==> src/rtl/flash_sequence_controller_pkg.sv <==
// Shared types, constants and helpers for the flash sequence controller:
// state encodings, the blank display code, digit mapping and BCD conversion.
package flash_sequence_controller_pkg;

  typedef enum logic [2:0] {
    IDLE     = 3'd0,
    GEN      = 3'd1,
    SHOW_ON  = 3'd2,
    SHOW_OFF = 3'd3,
    ARM      = 3'd4,
    ANSWER   = 3'd5,
    WIN      = 3'd6,
    LOSE     = 3'd7
  } state_t;

  localparam logic [4:0] BLANK_CODE = 5'd16;

  // Folds a raw 4-bit value onto a decimal digit (10..15 -> 0..5).
  function automatic logic [3:0] map_digit(input logic [3:0] raw);
    return (raw < 4'd10) ? raw : raw - 4'd10;
  endfunction

  // Saturates at 99 and returns {tens, ones} in BCD.
  function automatic logic [7:0] secs_to_bcd(input int unsigned secs);
    int unsigned v;
    v = (secs > 99) ? 99 : secs;
    return {4'(v / 10), 4'(v % 10)};
  endfunction

endpackage

==> src/rtl/flash_sequence_controller_if.sv <==
// Handshake bundle between the game datapath (master) and the flash
// sequence controller (slave).
interface flash_sequence_controller_if;

  logic       start_pulse;
  logic       abort_pulse;
  logic       replay_pulse;
  logic [3:0] level_num;
  logic [3:0] answer_in;
  logic       submit_pulse;
  logic       time_expired;
  logic [4:0] flash_digit;
  logic       timer_load;
  logic [7:0] timer_value;
  logic       timer_begin;
  logic       win;
  logic       loose;
  logic       busy;
  logic [3:0] progress;

  modport master (
    output start_pulse, abort_pulse, replay_pulse, level_num, answer_in,
           submit_pulse, time_expired,
    input  flash_digit, timer_load, timer_value, timer_begin, win, loose,
           busy, progress
  );

  modport slave (
    input  start_pulse, abort_pulse, replay_pulse, level_num, answer_in,
           submit_pulse, time_expired,
    output flash_digit, timer_load, timer_value, timer_begin, win, loose,
           busy, progress
  );

endinterface

==> src/rtl/flash_sequence_controller_digit_lfsr.sv <==
// Free-running 16-bit Fibonacci LFSR (taps 16,14,13,11) that presents its
// low nibble folded onto a decimal digit.
module digit_lfsr
  import flash_sequence_controller_pkg::*;
#(
  parameter logic [15:0] SEED = 16'hACE1
) (
  input  logic       clock,
  input  logic       rst,
  output logic [3:0] digit
);

  logic [15:0] lfsr_q;

  // NOTE: clocked state uses non-blocking assignments so every register
  // samples pre-edge values regardless of statement order.
  always_ff @(posedge clock or negedge rst) begin
    if (!rst) lfsr_q <= SEED;
    else      lfsr_q <= {lfsr_q[14:0], lfsr_q[15] ^ lfsr_q[13] ^ lfsr_q[12] ^ lfsr_q[10]};
  end

  assign digit = map_digit(lfsr_q[3:0]);

endmodule

==> src/rtl/flash_sequence_controller.sv <==
// Memory-test round sequencer: generate, flash, arm timer, check answers.
// Optional one-shot re-flash during ANSWER when FLASH_REPLAY_EN is defined.
module flash_sequence_controller
  import flash_sequence_controller_pkg::*;
#(
  parameter int unsigned FLASH_ON_CYCLES  = 25000000,
  parameter int unsigned FLASH_OFF_CYCLES = 12500000,
  parameter int unsigned BASE_LEN         = 3,
  parameter int unsigned MAX_LEN          = 12,
  parameter int unsigned SECS_PER_DIGIT   = 3,
  parameter logic [15:0] LFSR_SEED        = 16'hACE1
) (
  input logic                        clock,
  input logic                        rst,
  flash_sequence_controller_if.slave bus
);

  localparam logic [24:0] ON_RELOAD  = 25'(FLASH_ON_CYCLES - 1);
  localparam logic [24:0] OFF_RELOAD = 25'(FLASH_OFF_CYCLES - 1);

  state_t      state;
  logic        arm_second;
  logic [4:0]  len;
  logic [3:0]  index;
  logic [24:0] flash_cnt;
  logic [3:0]  buffer [MAX_LEN];
  logic [3:0]  gen_digit;

  logic [4:0]  flash_digit_q;
  logic        timer_load_q;
  logic [7:0]  timer_value_q;
  logic        timer_begin_q;
  logic        win_q;
  logic        loose_q;
  logic [3:0]  progress_q;

  logic [4:0]  len_req;
  logic [4:0]  len_cap;
  logic        last_index;
  logic        start_take;

  digit_lfsr #(.SEED(LFSR_SEED)) u_lfsr (
    .clock (clock),
    .rst   (rst),
    .digit (gen_digit)
  );

  assign len_req    = 5'(BASE_LEN) + {1'b0, bus.level_num};
  assign len_cap    = (len_req > 5'(MAX_LEN)) ? 5'(MAX_LEN) : len_req;
  assign last_index = ({1'b0, index} == len - 5'd1);
  assign start_take = (state == IDLE) && bus.start_pulse && !bus.abort_pulse;

`ifdef FLASH_REPLAY_EN
  logic replay_used;
  logic replay_take;

  assign replay_take = (state == ANSWER) && bus.replay_pulse && !replay_used
                       && !bus.time_expired && !bus.abort_pulse;

  always_ff @(posedge clock or negedge rst) begin
    if (!rst)             replay_used <= 1'b0;
    else if (start_take)  replay_used <= 1'b0;
    else if (replay_take) replay_used <= 1'b1;
  end
`endif

  // NOTE: the digit buffer has no reset; it is always written in GEN before
  // any read, and leaving it out of reset lets it map onto plain storage.
  always_ff @(posedge clock) begin
    if (state == GEN) buffer[index] <= gen_digit;
  end

  always_ff @(posedge clock or negedge rst) begin
    if (!rst) begin
      state         <= IDLE;
      arm_second    <= 1'b0;
      len           <= '0;
      index         <= '0;
      flash_cnt     <= '0;
      flash_digit_q <= BLANK_CODE;
      timer_load_q  <= 1'b0;
      timer_value_q <= '0;
      timer_begin_q <= 1'b0;
      win_q         <= 1'b0;
      loose_q       <= 1'b0;
      progress_q    <= '0;
    end else begin
      timer_load_q  <= 1'b0;
      timer_begin_q <= 1'b0;
      win_q         <= 1'b0;
      loose_q       <= 1'b0;

      if (bus.abort_pulse) begin
        state         <= IDLE;
        arm_second    <= 1'b0;
        flash_digit_q <= BLANK_CODE;
      end else begin
        unique case (state)
          IDLE: begin
            if (start_take) begin
              state      <= GEN;
              len        <= len_cap;
              index      <= '0;
              progress_q <= '0;
            end
          end

          GEN: begin
            if (last_index) begin
              state         <= SHOW_ON;
              index         <= '0;
              flash_cnt     <= ON_RELOAD;
              // A one-digit round would read buffer[0] on the edge that writes it.
              flash_digit_q <= {1'b0, (index == 4'd0) ? gen_digit : buffer[0]};
            end else begin
              index <= index + 4'd1;
            end
          end

          SHOW_ON: begin
            if (flash_cnt == '0) begin
              state         <= SHOW_OFF;
              flash_cnt     <= OFF_RELOAD;
              flash_digit_q <= BLANK_CODE;
            end else begin
              flash_cnt <= flash_cnt - 25'd1;
            end
          end

          SHOW_OFF: begin
            if (flash_cnt != '0) begin
              flash_cnt <= flash_cnt - 25'd1;
            end else if (last_index) begin
              state         <= ARM;
              arm_second    <= 1'b0;
              timer_load_q  <= 1'b1;
              timer_value_q <= secs_to_bcd(int'(len) * SECS_PER_DIGIT);
            end else begin
              state         <= SHOW_ON;
              index         <= index + 4'd1;
              flash_cnt     <= ON_RELOAD;
              flash_digit_q <= {1'b0, buffer[index + 4'd1]};
            end
          end

          ARM: begin
            if (!arm_second) begin
              arm_second    <= 1'b1;
              timer_begin_q <= 1'b1;
            end else begin
              arm_second <= 1'b0;
              state      <= ANSWER;
              index      <= '0;
            end
          end

          ANSWER: begin
            if (bus.time_expired) begin
              state   <= LOSE;
              loose_q <= 1'b1;
            end
`ifdef FLASH_REPLAY_EN
            else if (replay_take) begin
              state         <= SHOW_ON;
              index         <= '0;
              progress_q    <= '0;
              flash_cnt     <= ON_RELOAD;
              flash_digit_q <= {1'b0, buffer[0]};
            end
`endif
            else if (bus.submit_pulse) begin
              if (bus.answer_in == buffer[index]) begin
                progress_q <= progress_q + 4'd1;
                if (last_index) begin
                  state <= WIN;
                  win_q <= 1'b1;
                end else begin
                  index <= index + 4'd1;
                end
              end else begin
                state   <= LOSE;
                loose_q <= 1'b1;
              end
            end
          end

          WIN:     state <= IDLE;
          LOSE:    state <= IDLE;
          default: state <= IDLE;
        endcase
      end
    end
  end

  assign bus.flash_digit = flash_digit_q;
  assign bus.timer_load  = timer_load_q;
  assign bus.timer_value = timer_value_q;
  assign bus.timer_begin = timer_begin_q;
  assign bus.win         = win_q;
  assign bus.loose       = loose_q;
  assign bus.busy        = (state != IDLE);
  assign bus.progress    = progress_q;

endmodule

==> src/flat_wrapper.sv <==
// flat-port wrapper written by rule: the top's interface ports become plain ports
module flash_sequence_controller_flat import flash_sequence_controller_pkg::*;
#(
  parameter int unsigned FLASH_ON_CYCLES  = 25000000,
  parameter int unsigned FLASH_OFF_CYCLES = 12500000,
  parameter int unsigned BASE_LEN         = 3,
  parameter int unsigned MAX_LEN          = 12,
  parameter int unsigned SECS_PER_DIGIT   = 3,
  parameter logic [15:0] LFSR_SEED        = 16'hACE1
)
  (clock, rst, bus_start_pulse, bus_abort_pulse, bus_replay_pulse, bus_level_num, bus_answer_in, bus_submit_pulse, bus_time_expired, bus_flash_digit, bus_timer_load, bus_timer_value, bus_timer_begin, bus_win, bus_loose, bus_busy, bus_progress);
  flash_sequence_controller_if bus_i ();
  input logic clock;
  input logic rst;
  input wire logic [$bits(bus_i.start_pulse)-1:0] bus_start_pulse;
  input wire logic [$bits(bus_i.abort_pulse)-1:0] bus_abort_pulse;
  input wire logic [$bits(bus_i.replay_pulse)-1:0] bus_replay_pulse;
  input wire logic [$bits(bus_i.level_num)-1:0] bus_level_num;
  input wire logic [$bits(bus_i.answer_in)-1:0] bus_answer_in;
  input wire logic [$bits(bus_i.submit_pulse)-1:0] bus_submit_pulse;
  input wire logic [$bits(bus_i.time_expired)-1:0] bus_time_expired;
  output wire logic [$bits(bus_i.flash_digit)-1:0] bus_flash_digit;
  output wire logic [$bits(bus_i.timer_load)-1:0] bus_timer_load;
  output wire logic [$bits(bus_i.timer_value)-1:0] bus_timer_value;
  output wire logic [$bits(bus_i.timer_begin)-1:0] bus_timer_begin;
  output wire logic [$bits(bus_i.win)-1:0] bus_win;
  output wire logic [$bits(bus_i.loose)-1:0] bus_loose;
  output wire logic [$bits(bus_i.busy)-1:0] bus_busy;
  output wire logic [$bits(bus_i.progress)-1:0] bus_progress;
  assign bus_i.start_pulse = bus_start_pulse;
  assign bus_i.abort_pulse = bus_abort_pulse;
  assign bus_i.replay_pulse = bus_replay_pulse;
  assign bus_i.level_num = bus_level_num;
  assign bus_i.answer_in = bus_answer_in;
  assign bus_i.submit_pulse = bus_submit_pulse;
  assign bus_i.time_expired = bus_time_expired;
  assign bus_flash_digit = bus_i.flash_digit;
  assign bus_timer_load = bus_i.timer_load;
  assign bus_timer_value = bus_i.timer_value;
  assign bus_timer_begin = bus_i.timer_begin;
  assign bus_win = bus_i.win;
  assign bus_loose = bus_i.loose;
  assign bus_busy = bus_i.busy;
  assign bus_progress = bus_i.progress;
  flash_sequence_controller #(.FLASH_ON_CYCLES(FLASH_ON_CYCLES), .FLASH_OFF_CYCLES(FLASH_OFF_CYCLES), .BASE_LEN(BASE_LEN), .MAX_LEN(MAX_LEN), .SECS_PER_DIGIT(SECS_PER_DIGIT), .LFSR_SEED(LFSR_SEED)) u_core (.clock(clock), .rst(rst), .bus(bus_i));
endmodule
==> config.mk <==
export PLATFORM = sky130hd
export DESIGN_NAME = flash_sequence_controller_flat
export DESIGN_NICKNAME = d
export VERILOG_FILES = /design/src/rtl/flash_sequence_controller_pkg.sv /design/src/rtl/flash_sequence_controller_if.sv /design/src/rtl/flash_sequence_controller_digit_lfsr.sv /design/src/rtl/flash_sequence_controller.sv /design/src/flat_wrapper.sv
export SDC_FILE = /design/constraint.sdc
export NUM_CORES = 1
export LEC_CHECK = 0
export CORE_ASPECT_RATIO = 1.25
export CORE_MARGIN = 5
export CORE_UTILIZATION = 40
export CTS_CLUSTER_DIAMETER = 60
export DETAILED_ROUTE_END_ITERATION = 12
export GPL_TIMING_DRIVEN = 0
export SYNTH_ARGS = -nofsm -noshare
export SYNTH_HDL_FRONTEND = slang
export SYNTH_SLANG_ARGS = --single-unit
==> constraint.sdc <==
create_clock -name clock -period 6.93 [get_ports clock]
set_clock_uncertainty 0.15 [all_clocks]
set_input_delay 1.386 -clock clock [delete_from_list [all_inputs] [get_ports clock]]
set_output_delay 1.386 -clock clock [all_outputs]
set_load 0.005 [all_outputs]
After elaboration in Yosys (flattened, before gate mapping)
Memory sizes are Yosys's and may differ from the RTL's.
Cells that the tools add are included.
{ "word_totals": {"mem_count": 1, "elab_cells": 142, "out_inout_bits": 22, "rom_bits": 0, "latch_bits": 0, "in_bits": 15, "mem_bits_rw": 48, "regBits": 75} }
{ "classes": {"mux": 63, "magnitude_cmp": 3, "reduce_logical": 22, "shift": 0, "bitwise_logic": 5, "addsub": 6, "div": 2, "multipliers": 1, "eq_ne": 26} }
{ "memory_table": {"columns": ["name", "words", "width", "rd", "rd_clocked_by_memory_dff", "wr", "line_no", "source"], "rows": [
  ["u_core.buffer", 12, 4, 3, 0, 1, "flash_sequence_controller.sv:26", "logic [3:0] buffer [MAX_LEN];"]
]} }
{ "ops": {"columns": ["operator", "count"], "rows": [
  ["25-bit two-way mux", 4],
  ["25-bit case mux with 3 select lines", 1],
  ["4-bit two-way mux", 13],
  ["3-bit two-way mux", 11],
  ["32-bit by 4-bit divider with 32-bit output, second input constant", 1],
  ["32-bit by 4-bit remainder unit with 32-bit output, second input constant", 1],
  ["5-bit two-way mux", 6],
  ["25-bit zero test", 1],
  ["25-bit nonzero test", 1],
  ["25-bit by 1-bit subtractor with 25-bit output, second input constant", 1],
  ["1-bit two-way mux", 22],
  ["3-bit case mux with 7 select lines", 1],
  ["4-bit case mux with 5 select lines", 1],
  ["3-bit by 2-bit inequality test with 1-bit output, second input constant", 5],
  ["5-bit case mux with 3 select lines", 1],
  ["3-bit == test, second input constant", 4],
  ["3-bit inequality test, second input constant", 3],
  ["3-bit nonzero test", 3],
  ["4-bit by 1-bit adder with 4-bit output, second input constant", 2],
  ["2-bit by 1-bit inequality test with 1-bit output, second input constant", 4],
  ["4-bit case mux with 2 select lines", 1],
  ["4-bit AND reduction", 2],
  ["8-bit AND reduction", 1],
  ["7-bit greater-than comparator, second input constant", 1],
  ["29 further kinds", 37]
]} }

Depth between registers and ports, before layout
{ "depth": {"ltp_word": 8, "mapped_depth": 27, "ltp_nobuf": 23} }

Modules after synthesis
Synthesis repeated with hierarchy kept, for this count alone.
{ "unflattened": {"cells_unflattened": 665, "hier_area_um2": 7086.8} }
{ "modules_own_cells": {"columns": ["module", "cells_per_inst", "area_each_um2", "seq_area_each_um2", "n_inst"], "rows": [
  ["flash_sequence_controller", 636, 6588.8, 2919.0, 1],
  ["digit_lfsr", 29, 498.0, 410.4, 1]
]} }

Least setup slack after synthesis
OpenSTA, ideal clock, no wires.
{ "synth_timing": {"path_kind": "register -> register", "start": "register u_core.len[0]", "end": "register u_core.timer_value_q[3] (netlist: u_core.bus.timer_value[3])", "arrival_time_ns": 4.969, "synth_period_minus_slack_ns": 5.186, "stages_incl_launch_ff": 26, "setup_ns": 0.067, "slack_ns": 1.744, "t_required_ns": 6.713, "path_cell_list": "dfrtp_1 ha_1 fa_1 and3b_1 o31ai_2 and2_4 buf_6 inv_2 buf_6 nor2_1 nor2_1 ha_1 and4_1 and3_1 o31ai_2 ha_1 nand3_1 or4_4 o2111ai_2 nand2_2 or3_1 nand2_1 ha_1 inv_1 a221oi_1 nand2b_1"} }
{ "synth_via": {"elab_chain_cells": 4} }
{ "synth_rtl": {"columns": ["element", "line_no", "source"], "rows": [
  ["start: declaration", "flash_sequence_controller.sv:23", "logic [4:0] len;"],
  ["start signal: assignment", "flash_sequence_controller.sv:102", "len <= len_cap;"],
  ["5-bit by 2-bit multiplier with 7-bit output", "flash_sequence_controller.sv:137", "timer_value_q <= secs_to_bcd(int'(len) * SECS_PER_DIGIT);"],
  ["7-bit greater-than comparator", "flash_sequence_controller_pkg.sv:26", "v = (secs > 99) ? 99 : secs;"],
  ["7-bit two-way mux", "flash_sequence_controller_pkg.sv:26", null],
  ["32-bit by 4-bit remainder unit with 32-bit output", "flash_sequence_controller_pkg.sv:27", "return {4'(v / 10), 4'(v % 10)};"],
  ["end signal: assignment", "flash_sequence_controller.sv:137", null],
  ["end: declaration", "flash_sequence_controller.sv:31", "logic [7:0] timer_value_q;"]
]} }
Several ways; a longest one is shown, not always the timed one.
A chain may end at the register's enable or synchronous reset.

Worst setup path in the final report
Ends and elaborated chain as after synthesis.

==> impl_metrics.env <==
export IMPL_ys_ff_latch=123
export IMPL_max_stage_delay_ns=0.46
export IMPL_r2r_slack_ns=1.07
export IMPL_fin_cells=929
export IMPL_drive_above_1_share_pct=14.3
export IMPL_crit_family="simple AND/OR/NAND/NOR gates"
export IMPL_p_leak_nw=3.20
export IMPL_slew_headroom_pct=26.4
export IMPL_async_flop_share_pct=61.0
export IMPL_clock_path_buffers=2
export IMPL_timing_hold_ws_ns=0.195
export IMPL_gp_congestion=0.943
export IMPL_cts_tree="done"
export IMPL_finalSetupViolations=0
export IMPL_yosys_area_top_type="dfrtp_1"
export IMPL_grt_pass1_wl_mm=27.1
export IMPL_drcViolationCount=0
export IMPL_ys_flop_type="dfrtp_1"
export IMPL_cts_made_buffers=17
export IMPL_post_cts_repair_setup_buffers=0
export IMPL_port_buffers=34
export IMPL_period_minus_slack_ns=5.86
export IMPL_holdCritPathClass="reg -> reg"
export IMPL_ys_top_cells_by_count="dfrtp_1 (66), nand2_1 (54), nor2_1 (50)"
export IMPL_worstSkewPairLatency_ns=0.42
export IMPL_core_area_um2=17400
export IMPL_worst_slew_pin_slew_ns=1.10
export IMPL_clockRootBuffer="clkbuf_16"
export IMPL_syn_cell_area_um2=7010
export IMPL_period_share_pct=84.6
export IMPL_critPathSlowestCell="dfrtp_1"
export IMPL_htreeDepth=4
export IMPL_critPathKind="reg -> reg"
export IMPL_clkTransAtPathRegs_ns=0.06
export IMPL_ys_types=74
export IMPL_cts_resized=0
export IMPL_hold_violations=0
export IMPL_final_setup_tns_ns=0
export IMPL_synth_fp_nets=678
export IMPL_n_fill_cell=1548
export IMPL_seq_area_frac_synth_pct=47.5
export IMPL_grt_max_degree=55
export IMPL_area_growth_pct=17.8
export IMPL_finalMaxSlewViolations=0
export IMPL_drt_pass1_iterations=4
export IMPL_timing_critical_path_buf_inv=4
export IMPL_status="finished clean"
export IMPL_yosysMostFrequentCell="dfrtp_1"
export IMPL_crit_required_ns=7.14
export IMPL_layout_nets=732
export IMPL_drv_cap=0
export IMPL_yosys_warnings=0
export IMPL_finalWorstSetupSlack_ns=1.07
export IMPL_cp_arrival_ns=6.07
export IMPL_die_area_um2=20300
export IMPL_critPathMaxFanout=11
export IMPL_drt_iter0_drc=432
export IMPL_start_util_pct=40.4
export IMPL_hpwl_mm=12.2
export IMPL_rows=54
export IMPL_antenna_cells=0
export IMPL_grt_util_all_layers_pct=17.1
export IMPL_vias=5298
export IMPL_fp_dieH_um=158
export IMPL_syn_avg_cell_area_um2=11.0
export IMPL_dp_cells=897
export IMPL_cts_hold_buf=0
export IMPL_power_per_cell_area_nw_per_um2=398
export IMPL_antenna_found_initial=0
export IMPL_io_pins=37
export IMPL_synthCells=638
export IMPL_die_x_um=128
export IMPL_synth_top_area_share_pct=23.6
export IMPL_yosys_top_cells_area="dfrtp_1 (24%), edfxtp_1 (21%), mux4_2 (7.7%)"
export IMPL_routed_wl_mm=16.5
export IMPL_startpoint_type="flop"
export IMPL_fmax_mhz=171
export IMPL_cts_sink_count=123
export IMPL_path_common_cell="ha_1"
export IMPL_grt_pass1_vias=5293
export IMPL_cp_end_kind="flop"
export IMPL_gr_total_overflow=0
export IMPL_dpl_worst_slack_ns=1.11
export IMPL_rsz0062_at_grt="no"
export IMPL_peakVddDrop_v=0.000159
export IMPL_synth_enable_flop_cells=48
export IMPL_wire_per_inst_um=17.8
export IMPL_viasPerCell=5.70
export IMPL_ant_nets=0
logic make-up after synthesis:
group | share of synthesized area, %
AOI/OAI and AO/OA | 14.0
adders and majority gates | 4.57
muxes | 10.9
and+or+nand+nor | 15.9
buffers and inverters | 3.57
xor gates and xnor gates | 3.62
DFF | 47.5
sequential cells by signal, indices dropped and copies added (netlist names), 4 cells and up:
| name | count |
|---|---|
| u_core.buffer | 48 |
| u_core.flash_cnt | 25 |
| u_core.u_lfsr.lfsr_q | 16 |
| u_core.bus.timer_value | 8 |
| u_core.bus.flash_digit | 5 |
| u_core.len | 5 |
| u_core.bus.progress | 4 |
| u_core.index | 4 |
worst paths after layout:
kind	from	to	cells after the start
worst max-delay path	u_core.len[0]$_DFFE_PN0P_	u_core.bus.timer_value[3]$_DFFE_PN0P_	25
min in group asynchronous	rst	u_core.bus.timer_value[6]$_DFFE_PN0P_	1
worst min register to register	u_core.u_lfsr.lfsr_q[8]$_DFF_PN0_	u_core.u_lfsr.lfsr_q[9]$_DFF_PN0_	0
worst max register to register	u_core.len[0]$_DFFE_PN0P_	u_core.bus.timer_value[3]$_DFFE_PN0P_	25
max in group asynchronous	rst	u_core.bus.flash_digit[4]$_DFFE_PN1P_	2
worst min-delay path	u_core.u_lfsr.lfsr_q[8]$_DFF_PN0_	u_core.u_lfsr.lfsr_q[9]$_DFF_PN0_	0
cell usage in the layout, fill, tap and decap left out, types with 5 or more instances in the layout:
master           netlist  layout
o22ai_1                5       5
edfxtp_1              48      48
dfrtp_1               66      66
o31ai_1                6       6
o211ai_1               7       7
clkbuf_1              15      16
and2_1                 6       6
dfstp_2                9       9
a21oi_1               23      23
and3_1                 7       7
o21ai_1                7       8
a211oi_1               5       5
o2111ai_1              5       5
xnor2_1               18      18
o21ai_0               31      30
nor3_1                18      18
ha_1                  24      24
clkbuf_16              0      17
a31oi_1               10      10
a21o_1                 5       5
mux4_2                24      24
clkdlybuf4s50_1        0      33
xor2_1                11      11
or4_1                  8       8
nand3_1               20      20
nand2b_1               7       7
mux2i_1               18      18
buf_2                  8       8
nor4_1                 9       9
or3_1                 11      11
nand2_1               54      54
nor2_1                50      50
inv_1                 27      27
power by group:
part / switching [mW] / internal [mW]
Sequential: 0.0902 / 0.845
Combinational: 0.867 / 0.586
Clock: 0.332 / 0.566
Total: 1.29 / 2.00
through the flow:
stage                     instance area [um2]  utilization, %  power [mW]
after floorplan                          7010               -        2.03
after global placement                   7630            43.9        2.33
after detailed placement                 7660            44.1        2.38
after CTS                                8260            47.5        3.29
after global routing                     8260            47.5        3.50
final                                    8260            47.5        3.29
area by class of cell:
class / count / area, um2 / share of cell area [%]
buffer: 29 / 145 / 1.76
clock buffer: 18 / 429 / 5.20
clock inverter: 14 / 170 / 2.06
inverter: 28 / 105 / 1.27
multi-input combinational: 458 / 3430 / 41.6
sequential: 123 / 3330 / 40.3
tap: 224 / 280 / 3.39
timing repair buffer: 35 / 365 / 4.43
per-layer routing:
| metal | global-route usage [%] | up-vias | share of wire [%] |
|---|---|---|---|
| met1 | 20.8 | 2662 | 43 |
| met4 | 4.70 | 0 | 1.1 |
| li1 | - | 2517 | - |
| met3 | 3.61 | 12 | 3.8 |
| met5 | 0 | - | 0 |
| met2 | 30.7 | 107 | 52 |
Power figures use the tool's default switching activity.
==> variant, RTL diff (same flow settings) <==
`MAX_LEN` is set to 12 in 2 places; all go to 6.
--- a/src/rtl/flash_sequence_controller.sv
+++ b/src/rtl/flash_sequence_controller.sv
@@ -8,3 +8,3 @@
   parameter int unsigned BASE_LEN         = 3,
-  parameter int unsigned MAX_LEN          = 12,
+  parameter int unsigned MAX_LEN          = 6,
   parameter int unsigned SECS_PER_DIGIT   = 3,
--- a/src/flat_wrapper.sv
+++ b/src/flat_wrapper.sv
@@ -6,3 +6,3 @@
   parameter int unsigned BASE_LEN         = 3,
-  parameter int unsigned MAX_LEN          = 12,
+  parameter int unsigned MAX_LEN          = 6,
   parameter int unsigned SECS_PER_DIGIT   = 3,
Behaviour: not the same (a bounded check fails within 10 cycles, from zero or initial values and one cycle with rst low).
==> variant against the unedited design <==
Wire length shrank 16%. Critical endpoint unchanged. Design area down 16%. Cell count shrank 9.7%. Largest cell class unchanged. Power decreased by 25%. Count of clock-buffer cells in the layout is 8 lower. Synthesized area is 14% lower. Sequential cell count decreased by 24. Critical path depth is 1 higher. Setup slack got worse by 0.59 ns. Combinational power decreased by 17%.
==> variant: results (changes against the unedited design) <==
Logic synthesis:
- The number of nets produced by synthesis was 641 (-5.5%).
- The number of different library cells in the post-synthesis netlist is 82 (+11%).
- The async set-reset flop share out of synthesis is 0.758 (+0.148).
- Ranked by total cell area, the synthesized netlist is headed by sky130_fd_sc_hd__dfrtp_1 (27%), sky130_fd_sc_hd__edfxtp_1 (12%), sky130_fd_sc_hd__ha_1 (4.6%), sky130_fd_sc_hd__dfstp_2 (3.9%), sky130_fd_sc_hd__nand2_1 (3.5%).
- The number of register bits inferred by synthesis is 99 (-20%).
- The count of flip-flops with a built-in enable after synthesis is 24 (-50%).

Final layout:
- The count of multi-input gates is 452 (-1.3%).
- The growth of design area from synthesis to finish is 15.2%.
- The largest registers in the layout are u_core.flash_cnt: 25 flops, u_core.buffer: 24 flops, u_core.u_lfsr.lfsr_q: 16 flops.
- The non-clock buffer instance count of the final layout came to 62 (-3.1%).
- The multi-input logic portion of the cell area is 0.462 (+0.0463).
- The clock network contribution to total cell area is 0.0413 (-0.0313).
- The number of nets in the finished design is 690 (-5.7%).
- The total of fill cells in the finished design is 1431 (-7.6%).

Placement:
- The post-DP HPWL is 10.4 mm (-14%).
- The number of buffer cells added on primary ports came to 35 (+2.9%).
- The placed instance area is 6630 sq um (-13%).
- The pre-CTS setup slack is 0.357 ns (-0.755 ns).

Worst setup path:
- The largest incremental delay on the critical path was 0.51 ns (+0.05 ns).
- The slack of the worst reg-to-reg path is 0.48 ns (-0.59 ns).
- The kind of cell with the highest combined delay along the critical path is compound AO/OA/AOI/OAI gates.

Power and ir drop:
- The switching power summed over all nets is 0.00100 W (-22%).
- The peak ir drop on the vdd network was 0.141 mV (-11%).

Clock network:
- The H-tree level count is 3 (-1).
- The total CTS buffers is 9 (-8).
- The clock latency at the later pin of the worst-skew pair is 0.35 ns (-0.07 ns).

Drt:
- The final routed wire length divided by cell count is 16.6 microns (-6.9%).
- The routed wire length came to 13.9 mm (-16%).
- The routed via count divided by cell count is 5.57 (-2.4%).
- The starting DRC count in detailed routing is 230 (-47%).

Run status:
- The run finished with clean final reports.

Global routing:
- The wire length of the first global-routing pass came to 23.4 mm (-14%).
- The via count of the first global-routing pass came to 4749 (-10%).
- The pin count of the biggest net entering global routing is 74 (+35%).
- The all-layer global routing usage is 0.163 (-0.00846).

STA:
- The worst hold margin is 0.200 ns (+0.00525 ns).
## variant: power groups by stage
stage          Sequential, W  Combinational [W]  Clock [W]
6_report            0.000756            0.00121   0.000484
5_1_grt             0.000768            0.00134   0.000522
4_1_cts             0.000757            0.00121   0.000495
3_5_place_dp        0.000768            0.00120          0
3_3_place_gp        0.000762            0.00117          0
2_1_floorplan       0.000746           0.000939          0
## variant: per-layer routing
layer	vias to the layer above	global-route usage	wire, microns
met5	-	0	0
met4	0	0.0458	215
met3	17	0.0266	424
met2	91	0.293	7200
met1	2280	0.201	6060
li1	2284	-	-
## variant: cells by family after synthesis
kind of cell	count (synthesis)	share of synthesized area
buf+inv	52	0.0367
fa+ha+maj	23	0.0490
simple gates	225	0.196
compound gates	135	0.154
flops	99	0.433
mux	32	0.0712
xor+xnor	37	0.0604
